===== src/rtl/uart_tx_stream.sv =====
// uart_tx_stream: FIFO-buffered UART transmitter with pause input,
// sticky overflow, fill level reporting and gapless back-to-back frames.
module uart_tx_stream #(
   parameter int DATA_W          = 8,
   parameter int CLKS_PER_BIT    = 868,
   parameter int FIFO_DEPTH      = 16,
   parameter int ALMOST_FULL_LVL = 14,
   parameter int PARITY          = 0,
   parameter int STOP_BITS       = 1
) (
   input  logic                          i_clk,
   input  logic                          i_rst_n,
   input  logic                          i_wr_en,
   input  logic [DATA_W-1:0]             i_wr_data,
   input  logic                          i_tx_en,
   output logic                          o_full,
   output logic                          o_almost_full,
   output logic                          o_empty,
   output logic [$clog2(FIFO_DEPTH):0]   o_count,
   output logic                          o_overflow,
   output logic                          o_TX_uart,
   output logic                          o_TX_active,
   output logic                          o_TX_done
);

   localparam int PW = $clog2(FIFO_DEPTH);
   localparam int CW = PW + 1;
   localparam int BW = $clog2(CLKS_PER_BIT);
   localparam int IW = $clog2(DATA_W + 1);
   localparam logic [BW-1:0] BAUD_MAX = BW'(CLKS_PER_BIT - 1);
   localparam logic [BW-1:0] BAUD_PRE = BW'(CLKS_PER_BIT - 2);
   localparam logic [IW-1:0] BIT_MAX  = IW'(DATA_W - 1);
   localparam logic          STOP_MAX = 1'(STOP_BITS - 1);

   typedef enum logic [2:0] {
      S_IDLE, S_START, S_DATA, S_PARITY, S_STOP
   } state_t;

   logic [DATA_W-1:0] r_mem [FIFO_DEPTH];
   logic [PW-1:0]     r_wptr, r_rptr;
   logic [CW-1:0]     r_count;
   logic              r_full, r_empty, r_af, r_ovf;

   state_t            r_state;
   logic [BW-1:0]     r_baud;
   logic [IW-1:0]     r_bit;
   logic [DATA_W-1:0] r_shift;
   logic              r_par, r_stop;
   logic              r_tx, r_active, r_done;

   logic              w_wr, w_pop, w_par;
   logic              w_baud_end, w_stop_end;
   logic [DATA_W-1:0] w_head;
   logic [CW-1:0]     w_count_nxt;

   assign w_wr       = i_wr_en & ~r_full;
   assign w_head     = r_mem[r_rptr];
   assign w_par      = (PARITY == 1) ? ~^w_head : ^w_head;
   assign w_baud_end = (r_baud == BAUD_MAX);
   assign w_stop_end = w_baud_end & (r_stop == STOP_MAX);
   // Pops happen only at frame boundaries: from idle or on the last stop cycle
   assign w_pop = ~r_empty & i_tx_en &
                  ((r_state == S_IDLE) | ((r_state == S_STOP) & w_stop_end));

   always_comb begin
      w_count_nxt = r_count;
      if (w_wr & ~w_pop)
         w_count_nxt = r_count + CW'(1);
      else if (~w_wr & w_pop)
         w_count_nxt = r_count - CW'(1);
   end

   always_ff @(posedge i_clk) begin
      if (w_wr)
         r_mem[r_wptr] <= i_wr_data;
   end

   always_ff @(posedge i_clk or negedge i_rst_n) begin
      if (!i_rst_n) begin
         r_wptr  <= '0;
         r_rptr  <= '0;
         r_count <= '0;
         r_full  <= 1'b0;
         r_empty <= 1'b1;
         r_af    <= 1'b0;
         r_ovf   <= 1'b0;
      end else begin
         if (w_wr)
            r_wptr <= r_wptr + PW'(1);
         if (w_pop)
            r_rptr <= r_rptr + PW'(1);
         r_count <= w_count_nxt;
         r_full  <= (w_count_nxt == CW'(FIFO_DEPTH));
         r_empty <= (w_count_nxt == '0);
         r_af    <= (w_count_nxt >= CW'(ALMOST_FULL_LVL));
         if (i_wr_en & r_full)
            r_ovf <= 1'b1;
      end
   end

   always_ff @(posedge i_clk or negedge i_rst_n) begin
      if (!i_rst_n) begin
         r_state  <= S_IDLE;
         r_baud   <= '0;
         r_bit    <= '0;
         r_shift  <= '0;
         r_par    <= 1'b0;
         r_stop   <= 1'b0;
         r_tx     <= 1'b1;
         r_active <= 1'b0;
         r_done   <= 1'b0;
      end else begin
         r_done <= 1'b0;
         unique case (r_state)
            S_IDLE: begin
               if (w_pop) begin
                  r_shift  <= w_head;
                  r_par    <= w_par;
                  r_bit    <= '0;
                  r_baud   <= '0;
                  r_stop   <= 1'b0;
                  r_tx     <= 1'b0;
                  r_active <= 1'b1;
                  r_state  <= S_START;
               end
            end
            S_START: begin
               if (w_baud_end) begin
                  r_baud  <= '0;
                  r_tx    <= r_shift[0];
                  r_state <= S_DATA;
               end else
                  r_baud <= r_baud + BW'(1);
            end
            S_DATA: begin
               if (w_baud_end) begin
                  r_baud <= '0;
                  if (r_bit == BIT_MAX) begin
                     if (PARITY != 0) begin
                        r_tx    <= r_par;
                        r_state <= S_PARITY;
                     end else begin
                        r_tx    <= 1'b1;
                        r_state <= S_STOP;
                     end
                  end else begin
                     r_bit   <= r_bit + IW'(1);
                     r_shift <= r_shift >> 1;
                     r_tx    <= r_shift[1];
                  end
               end else
                  r_baud <= r_baud + BW'(1);
            end
            S_PARITY: begin
               if (w_baud_end) begin
                  r_baud  <= '0;
                  r_tx    <= 1'b1;
                  r_state <= S_STOP;
               end else
                  r_baud <= r_baud + BW'(1);
            end
            S_STOP: begin
               if (w_baud_end) begin
                  r_baud <= '0;
                  if (!w_stop_end)
                     r_stop <= r_stop + 1'b1;
                  else if (w_pop) begin
                     r_shift <= w_head;
                     r_par   <= w_par;
                     r_bit   <= '0;
                     r_stop  <= 1'b0;
                     r_tx    <= 1'b0;
                     r_state <= S_START;
                  end else begin
                     r_tx     <= 1'b1;
                     r_active <= 1'b0;
                     r_state  <= S_IDLE;
                  end
               end else begin
                  r_baud <= r_baud + BW'(1);
                  if (r_baud == BAUD_PRE && r_stop == STOP_MAX)
                     r_done <= 1'b1;
               end
            end
            default: r_state <= S_IDLE;
         endcase
      end
   end

   assign o_full        = r_full;
   assign o_almost_full = r_af;
   assign o_empty       = r_empty;
   assign o_count       = r_count;
   assign o_overflow    = r_ovf;
   assign o_TX_uart     = r_tx;
   assign o_TX_active   = r_active;
   assign o_TX_done     = r_done;

endmodule


===== config.mk =====
export PLATFORM = sky130hd
export DESIGN_NAME = uart_tx_stream
export DESIGN_NICKNAME = d
export VERILOG_FILES = /design/src/rtl/uart_tx_stream.sv
export SDC_FILE = /design/constraint.sdc
export NUM_CORES = 1
export LEC_CHECK = 0
export CORE_MARGIN = 3
export CORE_UTILIZATION = 55
export DETAILED_ROUTE_END_ITERATION = 10
export PLACE_DENSITY_LB_ADDON = 0.2
export SLEW_MARGIN = 20
export SYNTH_ARGS = -nofsm -noshare
export SYNTH_HDL_FRONTEND = slang
export SYNTH_SLANG_ARGS = --single-unit
export TNS_END_PERCENT = 100

===== constraint.sdc =====
create_clock -name i_clk -period 2.2 [get_ports i_clk]
set_input_delay 0.33 -clock i_clk [delete_from_list [all_inputs] [get_ports i_clk]]
set_output_delay 0.33 -clock i_clk [all_outputs]
set_load 0.01 [all_outputs]

==> flow_summary.json <==
{
  "start_util": 0.570,
  "dp_cells": 662,
  "dp_hpwl_um": 9260,
  "swShare": 0.297,
  "p_comb_frac": 0.315,
  "gp_congestion": 0.834,
  "failed_checks": "setup timing",
  "yosysWarningCount": 0,
  "pwr-share-clk": 0.274,
  "worst_pin_slew_ps": 546,
  "wl_per_cell_um": 20.6,
  "synth-edff-count": 128,
  "synth_adder_area_share": 0.0172,
  "fin_nets": 540,
  "synth_seq_cells": 174,
  "synth_compound_area_frac": 0.0394,
  "switchingPower_mw": 3.22,
  "layout.area.seq_um2": 5000,
  "viasPerCell": 5.78,
  "grt_pass1_wl_um": 22800,
  "syn_nets": 453,
  "worstSetupEndpointType": "flip-flop",
  "drv_slew": 0,
  "finalPower_mw": 10.8,
  "rsz0062_at_grt": "yes",
  "skew_ps": 8.38,
  "grt_pass1_vias": 4116,
  "cp.required_ps": 2510,
  "seq_area_frac_synth": 0.687,
  "antenna_found_initial": 0,
  "start_kind": "flip-flop",
  "finalWorstSetupSlack_ps": -124,
  "die_h_um": 121,
  "die_x_um": 121,
  "min_period_ps": 2320,
  "post-route-period-util": 1.06,
  "synthXorXnorAreaFrac": 0.0251,
  "routed_wirelength_um": 14500,
  "ys_types": 54,
  "firstDrtPassIters": 4,
  "crit_path_max_fanout": 4,
  "cts-root-buf": "clkbuf_16",
  "cts_inserted_buffers": 17,
  "post-route-drc-count": 0,
  "final_cells": 703,
  "num-fill-cells": 816,
  "port_buffers": 23,
  "syn_area_um2": 7280,
  "die_area_um2": 14600,
  "design.portCount": 24,
  "synthFlopType": "edfxtp_1",
  "clockBufferDepth": 2,
  "slew_headroom": 0.635,
  "synth_top_family_by_area": "multiplexers",
  "multi_input_area_um2": 2240,
  "worstPathArrival_ps": 2640,
  "synthCells": 431,
  "grt_max_degree": 36,
  "syn_area_per_cell_um2": 16.9,
  "setup_viol": 3,
  "synthSimpleGateAreaFrac": 0.0825,
  "grt_use_total": 0.210,
  "row_count": 41,
  "maxCapViolations": 0,
  "synthArstFlopShare": 0.264,
  "num_vias": 4063,
  "clock.fmax_mhz": 430,
  "n_antenna_cell": 0,
  "core_area_um2": 12800,
  "hold_viol": 0,
  "hold_path_class": "in -> async",
  "synthMuxAreaShare": 0.135,
  "vdd_drop_max_uv": 886,
  "path_clk_slew_ps": 70,
  "final_layout_size_suffix_gt1_frac": 0.294,
  "place_ws_ps": -346,
  "seqPwrFrac": 0.410,
  "area_delta_synth_final_pct": 23.4,
  "drt_iter0_markers": 261,
  "cts-htree-levels": 4,
  "cts_tree": "built",
  "grt_overflow_total": 0,
  "p_leak_nw": 3.23,
  "postRouteAntennaNets": 0,
  "clock_sinks": 174,
  "path_class": "reg -> reg",
  "p_int_mw": 7.62,
  "status": "complete, but fails checks",
  "p_per_area_nw_per_um2": 1210,
  "clock_latency_ps": 420
}
-- placed cells by master, fill, tap and decap left out, types with 3 or more instances in the layout --
cell | Yosys | layout
mux2i_1 | 7 | 7
buf_12 | 0 | 19
a21oi_1 | 8 | 6
inv_6 | 0 | 6
o21ai_0 | 17 | 17
nor2_1 | 23 | 22
nand2_1 | 28 | 27
clkbuf_16 | 0 | 17
xor2_1 | 7 | 6
clkdlybuf4s50_1 | 0 | 22
buf_4 | 0 | 40
edfxtp_1 | 128 | 128
and2_1 | 17 | 17
mux4_2 | 40 | 40
xnor2_1 | 12 | 11
nand2b_1 | 3 | 3
nand3_1 | 7 | 7
and3_1 | 4 | 4
a21o_1 | 3 | 3
nand4_1 | 6 | 6
inv_1 | 8 | 8
nor4_1 | 4 | 3
ha_1 | 10 | 10
dfrtp_1 | 44 | 43
-- through the flow --
stage,hold WS (ps),cell area (um^2),TNS (ps),util
floorplan,34.4,7290,0,-
finish,353,8980,-248,0.703
CTS,359,8900,-35.6,0.697
global placement,261,8270,-2830,0.647
global route,398,8980,-662,0.703
detailed placement,267,8270,-3620,0.647
-- synthesized netlist by cell type (all sizes together) (2+ instances only) --
library cell,number,area share
a31oi,2,0.0017
o21ai,17,0.012
inv,9,0.0046
buf,8,0.0060
nand2b,3,0.0026
mux2i,7,0.0096
o22ai,2,0.0017
nand4,6,0.0052
nor4,5,0.0052
nand3b,2,0.0021
mux4,40,0.12
a21oi,8,0.0055
dfrtp,44,0.15
dfstp,2,0.0072
ha,10,0.017
xor2,8,0.011
a22o,2,0.0024
or2,2,0.0017
nor3,2,0.0014
a21o,4,0.0043
nand2,28,0.014
or4b,2,0.0033
xnor2,12,0.014
and3,4,0.0034
nand3,7,0.0048
and2,18,0.016
nor3b,2,0.0021
edfxtp,128,0.53
nor2,24,0.013
a31o,2,0.0024
clkbuf,7,0.0036
-- final cells by class --
class                   count  area share
clock buffers              18      0.0478
clock inverters            14      0.0170
inverters                   9     0.00376
multi-input cells         233       0.249
flip-flops and latches    174       0.556
well taps                 172      0.0240
repair buffers             83       0.102
-- power by group through the flow --
stage	combinational [mW]	sequential, mW	clock (mW)
after CTS	3.34	4.45	3.02
final	3.42	4.45	2.97
after global placement	3.18	4.47	0
after detailed placement	3.26	4.49	0
after floorplan	2.02	4.43	0
after global routing	3.70	4.50	3.15
-- path summary, 6_finish.rpt --
check	end	cells past startpoint	startpoint	slack, ps
max in group asynchronous	o_empty	3	i_rst_n	1080
max	o_full	7	r_baud[4]	-120
min in group i_clk	o_overflow	1	o_overflow	460
min	r_bit[0]	2	i_rst_n	350
min reg2reg	o_overflow	1	o_overflow	460
max reg2reg	o_full	7	r_baud[4]	-120
-- cell families after synthesis --
family / count (synthesis)
flops: 174
simple gates: 112
mux: 48
compound gates: 43
buf+inv: 24
xor+xnor: 20
fa+ha+maj: 10
-- worst max-delay path, stage by stage, from the launching register on --
cell,delay [ps]
dfrtp_1,390
or4b_4,570
o41ai_4,310
buf_4,180
a21oi_2,50
a31oi_2,230
xnor2_2,170
nor4_2,310
-- sequential cells by signal, indices dropped and copies added, names as in the netlist --
name,cells
o_full,1
o_overflow,1
r_bit,4
o_TX_uart,1
o_TX_done,1
o_almost_full,1
r_state,3
o_TX_active,1
r_mem,128
r_baud,10
r_shift,8
r_rptr,4
r_stop,1
o_count,5
r_wptr,4
o_empty,1
-- timing repair --
| action | in CTS | in global routing |
|---|---|---|
| endpoints found under the setup margin | 9 | 15 |
| endpoints found under the hold margin | 16 | 0 |
| buffers inserted | 2 | 6 |
| hold buffers | 1 | 0 |
| pin swaps | 2 | 2 |
| gates cloned | 0 | 0 |
| gates resized for setup | 5 | 6 |
-- per-layer routing --
| metal | GRT usage | part of all wire | vias up |
|---|---|---|---|
| met2 | 0.346 | 0.52 | 103 |
| met5 | 0 | 0 | - |
| met4 | 0.0786 | 0.023 | 0 |
| met1 | 0.280 | 0.42 | 2085 |
| met3 | 0.0443 | 0.035 | 29 |
| li1 | - | - | 1846 |
No activity file was read; power rests on OpenSTA's default activity.
==> patch 1 (same settings) <==
The 5 states of `state_t` get a one-hot encoding in 5 bits.
--- a/src/rtl/uart_tx_stream.sv
+++ b/src/rtl/uart_tx_stream.sv
@@ -34,4 +34,4 @@
 
-   typedef enum logic [2:0] {
-      S_IDLE, S_START, S_DATA, S_PARITY, S_STOP
+   typedef enum logic [4:0] {
+      S_IDLE = 5'b00001, S_START = 5'b00010, S_DATA = 5'b00100, S_PARITY = 5'b01000, S_STOP = 5'b10000
    } state_t;
Function: no difference found for any inputs over 10 cycles, from zero or initial values and one cycle with i_rst_n low; not proved beyond that.
==> patch 1 against the original RTL <==
The flow finishes with violations (negative hold slack). Via count grew 0.57%. Cell area fell by 0.11%. Synthesized area grew 3.6%. Global-route usage is 0.24 points lower. Setup slack improved by 0.22 ns. Routed wire length shrank 0.20%. Sequential cell count increased by 1.
Power is not compared: it rests on default switching activity, and its combinational part moved more than twofold at a synthesized area within 25%.
==> patch 1: results <==
{
  "status": "finished with violations",
  "violations": "negative hold slack",
  "nFillCells": 904,
  "met3_usage_pct": 4.80,
  "m1WireLength_mm": 6.23,
  "cp_max_fo": 5,
  "timing_hold_violations_final": 4,
  "startpoint": "r_baud[3]",
  "vias": 4086,
  "place_congestion": 0.813,
  "hold_path.class": "in -> async",
  "firstDrtPassIters": 4,
  "synth-async-reset-ratio_pct": 26.9,
  "finalClockSkew_ns": 0.00795,
  "synth_edf_count": 128,
  "cp_slowest_stage_delay_ns": 0.44,
  "netlist-cell-type-count": 62,
  "synthFlopType": "edfxtp_1",
  "synth-seq-area-share_pct": 66.6,
  "drive_above_1_share_pct": 26.6,
  "antenna_found_initial": 0,
  "slew_headroom_pct": 56.4,
  "hpwl_mm": 9.60,
  "layout.cells.non_filler": 707,
  "root_buffer": "clkbuf_16",
  "ff2ff_setup_slack_ns": 0.10,
  "fin_nets": 540,
  "gr-usage-met1_pct": 27.8,
  "wl_met2_mm": 7.53,
  "critPathCapture": "o_full",
  "cts_made_buffers": 17,
  "fin_crit_sh_pct": 95.4,
  "grt_pass1_wl_mm": 22.9,
  "arrival_ns": 2.43,
  "synth_area_leaders": "edfxtp_1 51%, dfrtp_1 15%, mux4_2 12%",
  "grt_use_met2_pct": 34.9,
  "holdWs_ns": -0.00184,
  "portBuffers": 23,
  "cp_slowest_cell": "dfrtp_1",
  "syn_avg_cell_area_um2": 16.6,
  "synth_nets": 477,
  "postPlaceCellArea_um2": 8400,
  "power.leakage_nw": 3.05,
  "r2r_cells": 6,
  "wire_per_inst_um": 20.4,
  "crit-reg2reg-capture": "o_full",
  "drt_iter0_drc": 312,
  "reg.largest.list": "r_mem (128), r_baud (10), r_shift (8)",
  "grt_max_degree": 48,
  "wl_met3_um": 541,
  "place_ws_ns": -0.0261,
  "cts_buffer_depth": 2,
  "grt_usage_pct": 20.8,
  "dp_cells": 674,
  "netlist_top_cells_count": "128 x edfxtp_1, 44 x dfrtp_1, 40 x mux4_2"
}
-- patch 1: repair_timing --
action                                  4_1_cts  5_1_grt
endpoints found under the setup margin        0        2
buffers inserted                              0        1
resized for setup                             0        2
-- patch 1: kinds of logic after synthesis --
logic type               count (synthesis)  synth area share [%]
buffers and inverters                   27                  1.78
AO/OA/AOI/OAI                           46                  3.92
XOR/XNOR                                17                  2.27
adder cells (fa/ha/maj)                 11                  1.81
flip-flops                             175                  66.6
AND/OR/NAND/NOR                        129                  10.2
multiplexers                            50                  13.4
-- patch 1: worst min-delay path by stage --
| stage | start | to | slack [ns] | cells after the start |
|---|---|---|---|---|
| after detailed placement | o_overflow | o_overflow | 0.45 | 1 |
| after global routing | i_rst_n | o_almost_full | 0.04 | 2 |
| after CTS | i_rst_n | o_count[3] | 0.01 | 2 |
| final | i_rst_n | o_count[3] | -0.002 | 2 |
| after global placement | o_overflow | o_overflow | 0.44 | 1 |
| after floorplan | i_rst_n | o_TX_active | 0.03 | 0 |
-- patch 1: final cells by class --
class	instances	area [µm²]	share of cell area, %
well taps	176	220	2.45
repair buffers	65	753	8.39
clock buffers	18	429	4.78
clock inverters	14	124	1.38
flip-flops and latches	175	5020	56.0
multi-input cells	253	2400	26.7
inverters	6	22.5	0.251
-- patch 1: power by group --
part / total (W) / internal (W) / switching (W) / leakage [nW]
Combinational: 0.00137 / 0.000674 / 0.000699 / 1.08
Clock: 0.00281 / 0.00149 / 0.00133 / 0.272
Sequential: 0.00410 / 0.00392 / 0.000183 / 1.70
-- patch 1: worst max-delay path, delay by kind of cell, from the launching register on --
family           cells  cell delay, ns
AND/OR/NAND/NOR      4            0.95
flip-flops           1            0.44
AO/OA/AOI/OAI        1            0.43
XOR/XNOR             1            0.17
==> patch 2 (same settings) <==
Without the edit above. `PARITY`: 0 -> 1.
--- a/src/rtl/uart_tx_stream.sv
+++ b/src/rtl/uart_tx_stream.sv
@@ -7,3 +7,3 @@
    parameter int ALMOST_FULL_LVL = 14,
-   parameter int PARITY          = 0,
+   parameter int PARITY          = 1,
    parameter int STOP_BITS       = 1
Behaviour: no difference found for any inputs over 10 cycles, from zero or initial values and one cycle with i_rst_n low; that may be too few to reach the edited logic, so the function may still have changed.
==> patch 2 against the original RTL <==
The run still ends with negative setup slack left. Routed wire length grew 16%. Setup slack worse by 0.14 ns. Synthesized area is 3.1% higher. Combinational power increased by 49%. Cell area increased by 5.4%. First-iteration DRC count up 53%. Power up 16%. Clock power grew 2%. Sequential cell count grew 1.
==> patch 2: results <==
{
  "r2r_start": "r_rptr[0]",
  "ys.warnings.count": 0,
  "crit_family": "compound AO/OA/AOI/OAI gates",
  "syn_inst": 477,
  "cp_slowest_stage_delay_ns": 0.47,
  "irDropWorstVdd_mv": 0.791,
  "grt_max_degree": 28,
  "tns_ns": -0.276,
  "arrival_ns": 2.77,
  "drt_iter0_drc": 399,
  "worst_hold_startpoint": "o_overflow",
  "cts_buffer_depth": 2,
  "synth-async-reset-ratio_pct": 26.9,
  "portBuffers": 23,
  "path_class": "reg -> reg",
  "antenna_found_initial": 0,
  "hpwl_mm": 10.8,
  "hold_path.class": "reg -> reg",
  "wire_per_inst_um": 21.6,
  "place_congestion": 0.800,
  "layout.cells.non_filler": 776,
  "synth-seq-area-share_pct": 67.0,
  "vias_per_cell": 5.85,
  "power.leakage_nw": 3.52,
  "violations": "negative setup slack",
  "netlist_top_cells_count": "128 x edfxtp_1, 45 x dfrtp_1, 34 x mux4_2",
  "finalWorstSetupSlack_ns": -0.264,
  "drive_above_1_share_pct": 31.3,
  "synth_nets": 499,
  "fin_nets": 609,
  "synthFlopType": "edfxtp_1",
  "power.switching_w": 0.00401,
  "finalClockSkew_ns": 0.00876,
  "cp_slowest_cell": "dfrtp_2",
  "status": "finished with violations",
  "grt_usage_pct": 23.3,
  "netlist-cell-type-count": 56,
  "nFillCells": 845,
  "slew_headroom_pct": 55.6,
  "grt_pass1_vias": 4507,
  "dp_cells": 728,
  "root_buffer": "clkbuf_16",
  "grt_pass1_wl_mm": 25.5,
  "firstDrtPassIters": 5,
  "synth_area_leaders": "edfxtp_1 51%, dfrtp_1 15%, mux4_2 10%",
  "setup-violations-final": 2
}
[patch 2: cell types whose count changed in the layout (fill, tap and decap cells not counted), moves of 6 or more]
cell and delta:
o21ai_0 -8, a21oi_1 +19, buf_4 +22, mux4_2 -6, nor2_1 +10
[patch 2: logic make-up (layout without fill, tap and decap cells)]
logic type	count (synthesis)	after routing	share of synthesized area (%)
flip-flops	175	175	67.0
multiplexers	42	42	11.3
XOR/XNOR	27	27	3.44
AO/OA/AOI/OAI	65	65	5.32
buffers and inverters	33	156	2.37
adder cells (fa/ha/maj)	10	10	1.67
AND/OR/NAND/NOR	125	125	8.96
[patch 2: path summary, 6_finish.rpt]
path,endpoint,slack [ns],depth (start not counted)
worst max-delay path,r_par,-0.26,10
worst min-delay path,o_overflow,0.46,1
worst max register to register,r_par,-0.26,10
worst min register to register,o_overflow,0.46,1
max in group asynchronous,o_TX_uart,1.03,3
min in group asynchronous,r_stop,0.47,2
[patch 2: power groups by stage]
stage / clock network [W] / registers, W / logic, W
6_report: 0.00303 / 0.00448 / 0.00511
5_1_grt: 0.00321 / 0.00453 / 0.00551
4_1_cts: 0.00306 / 0.00446 / 0.00470
3_5_place_dp: 0 / 0.00451 / 0.00458
3_3_place_gp: 0 / 0.00448 / 0.00447
2_1_floorplan: 0 / 0.00443 / 0.00288
[patch 2: area by class of cell]
type,instances,share of cell area [%]
sequential,175,53.1
multi-input combinational,269,25.4
timing repair buffer,112,12.4
clock buffer,19,4.68
tap,176,2.33
clock inverter,13,1.59
inverter,12,0.476
[patch 2: stage by stage]
| stage | area (µm²) | worst slack (ns) | power (W) |
|---|---|---|---|
| final | 9460 | -0.264 | 0.0126 |
| after global routing | 9460 | -0.356 | 0.0132 |
| after CTS | 9270 | -0.218 | 0.0122 |
| after detailed placement | 8610 | -0.227 | 0.00909 |
| after global placement | 8610 | -0.246 | 0.00895 |
| after floorplan | 7510 | -0.0819 | 0.00731 |
[patch 2: timing repair]
action	CTS	global route
gates cloned	0	2
pin swaps	4	16
setup endpoints to repair	3	9
hold buffers	1	0
hold endpoints to repair	24	0
resized for setup	5	19
setup buffers	4	9
[patch 2: per-layer routing]
| layer | wire length [µm] | global-route usage (%) | vias to the layer above |
|---|---|---|---|
| li1 | - | - | 2045 |
| met1 | 7120 | 32.1 | 2330 |
| met2 | 8580 | 36.9 | 140 |
| met3 | 780 | 5.48 | 27 |
| met4 | 309 | 8.12 | 0 |
| met5 | 0 | 0 | - |
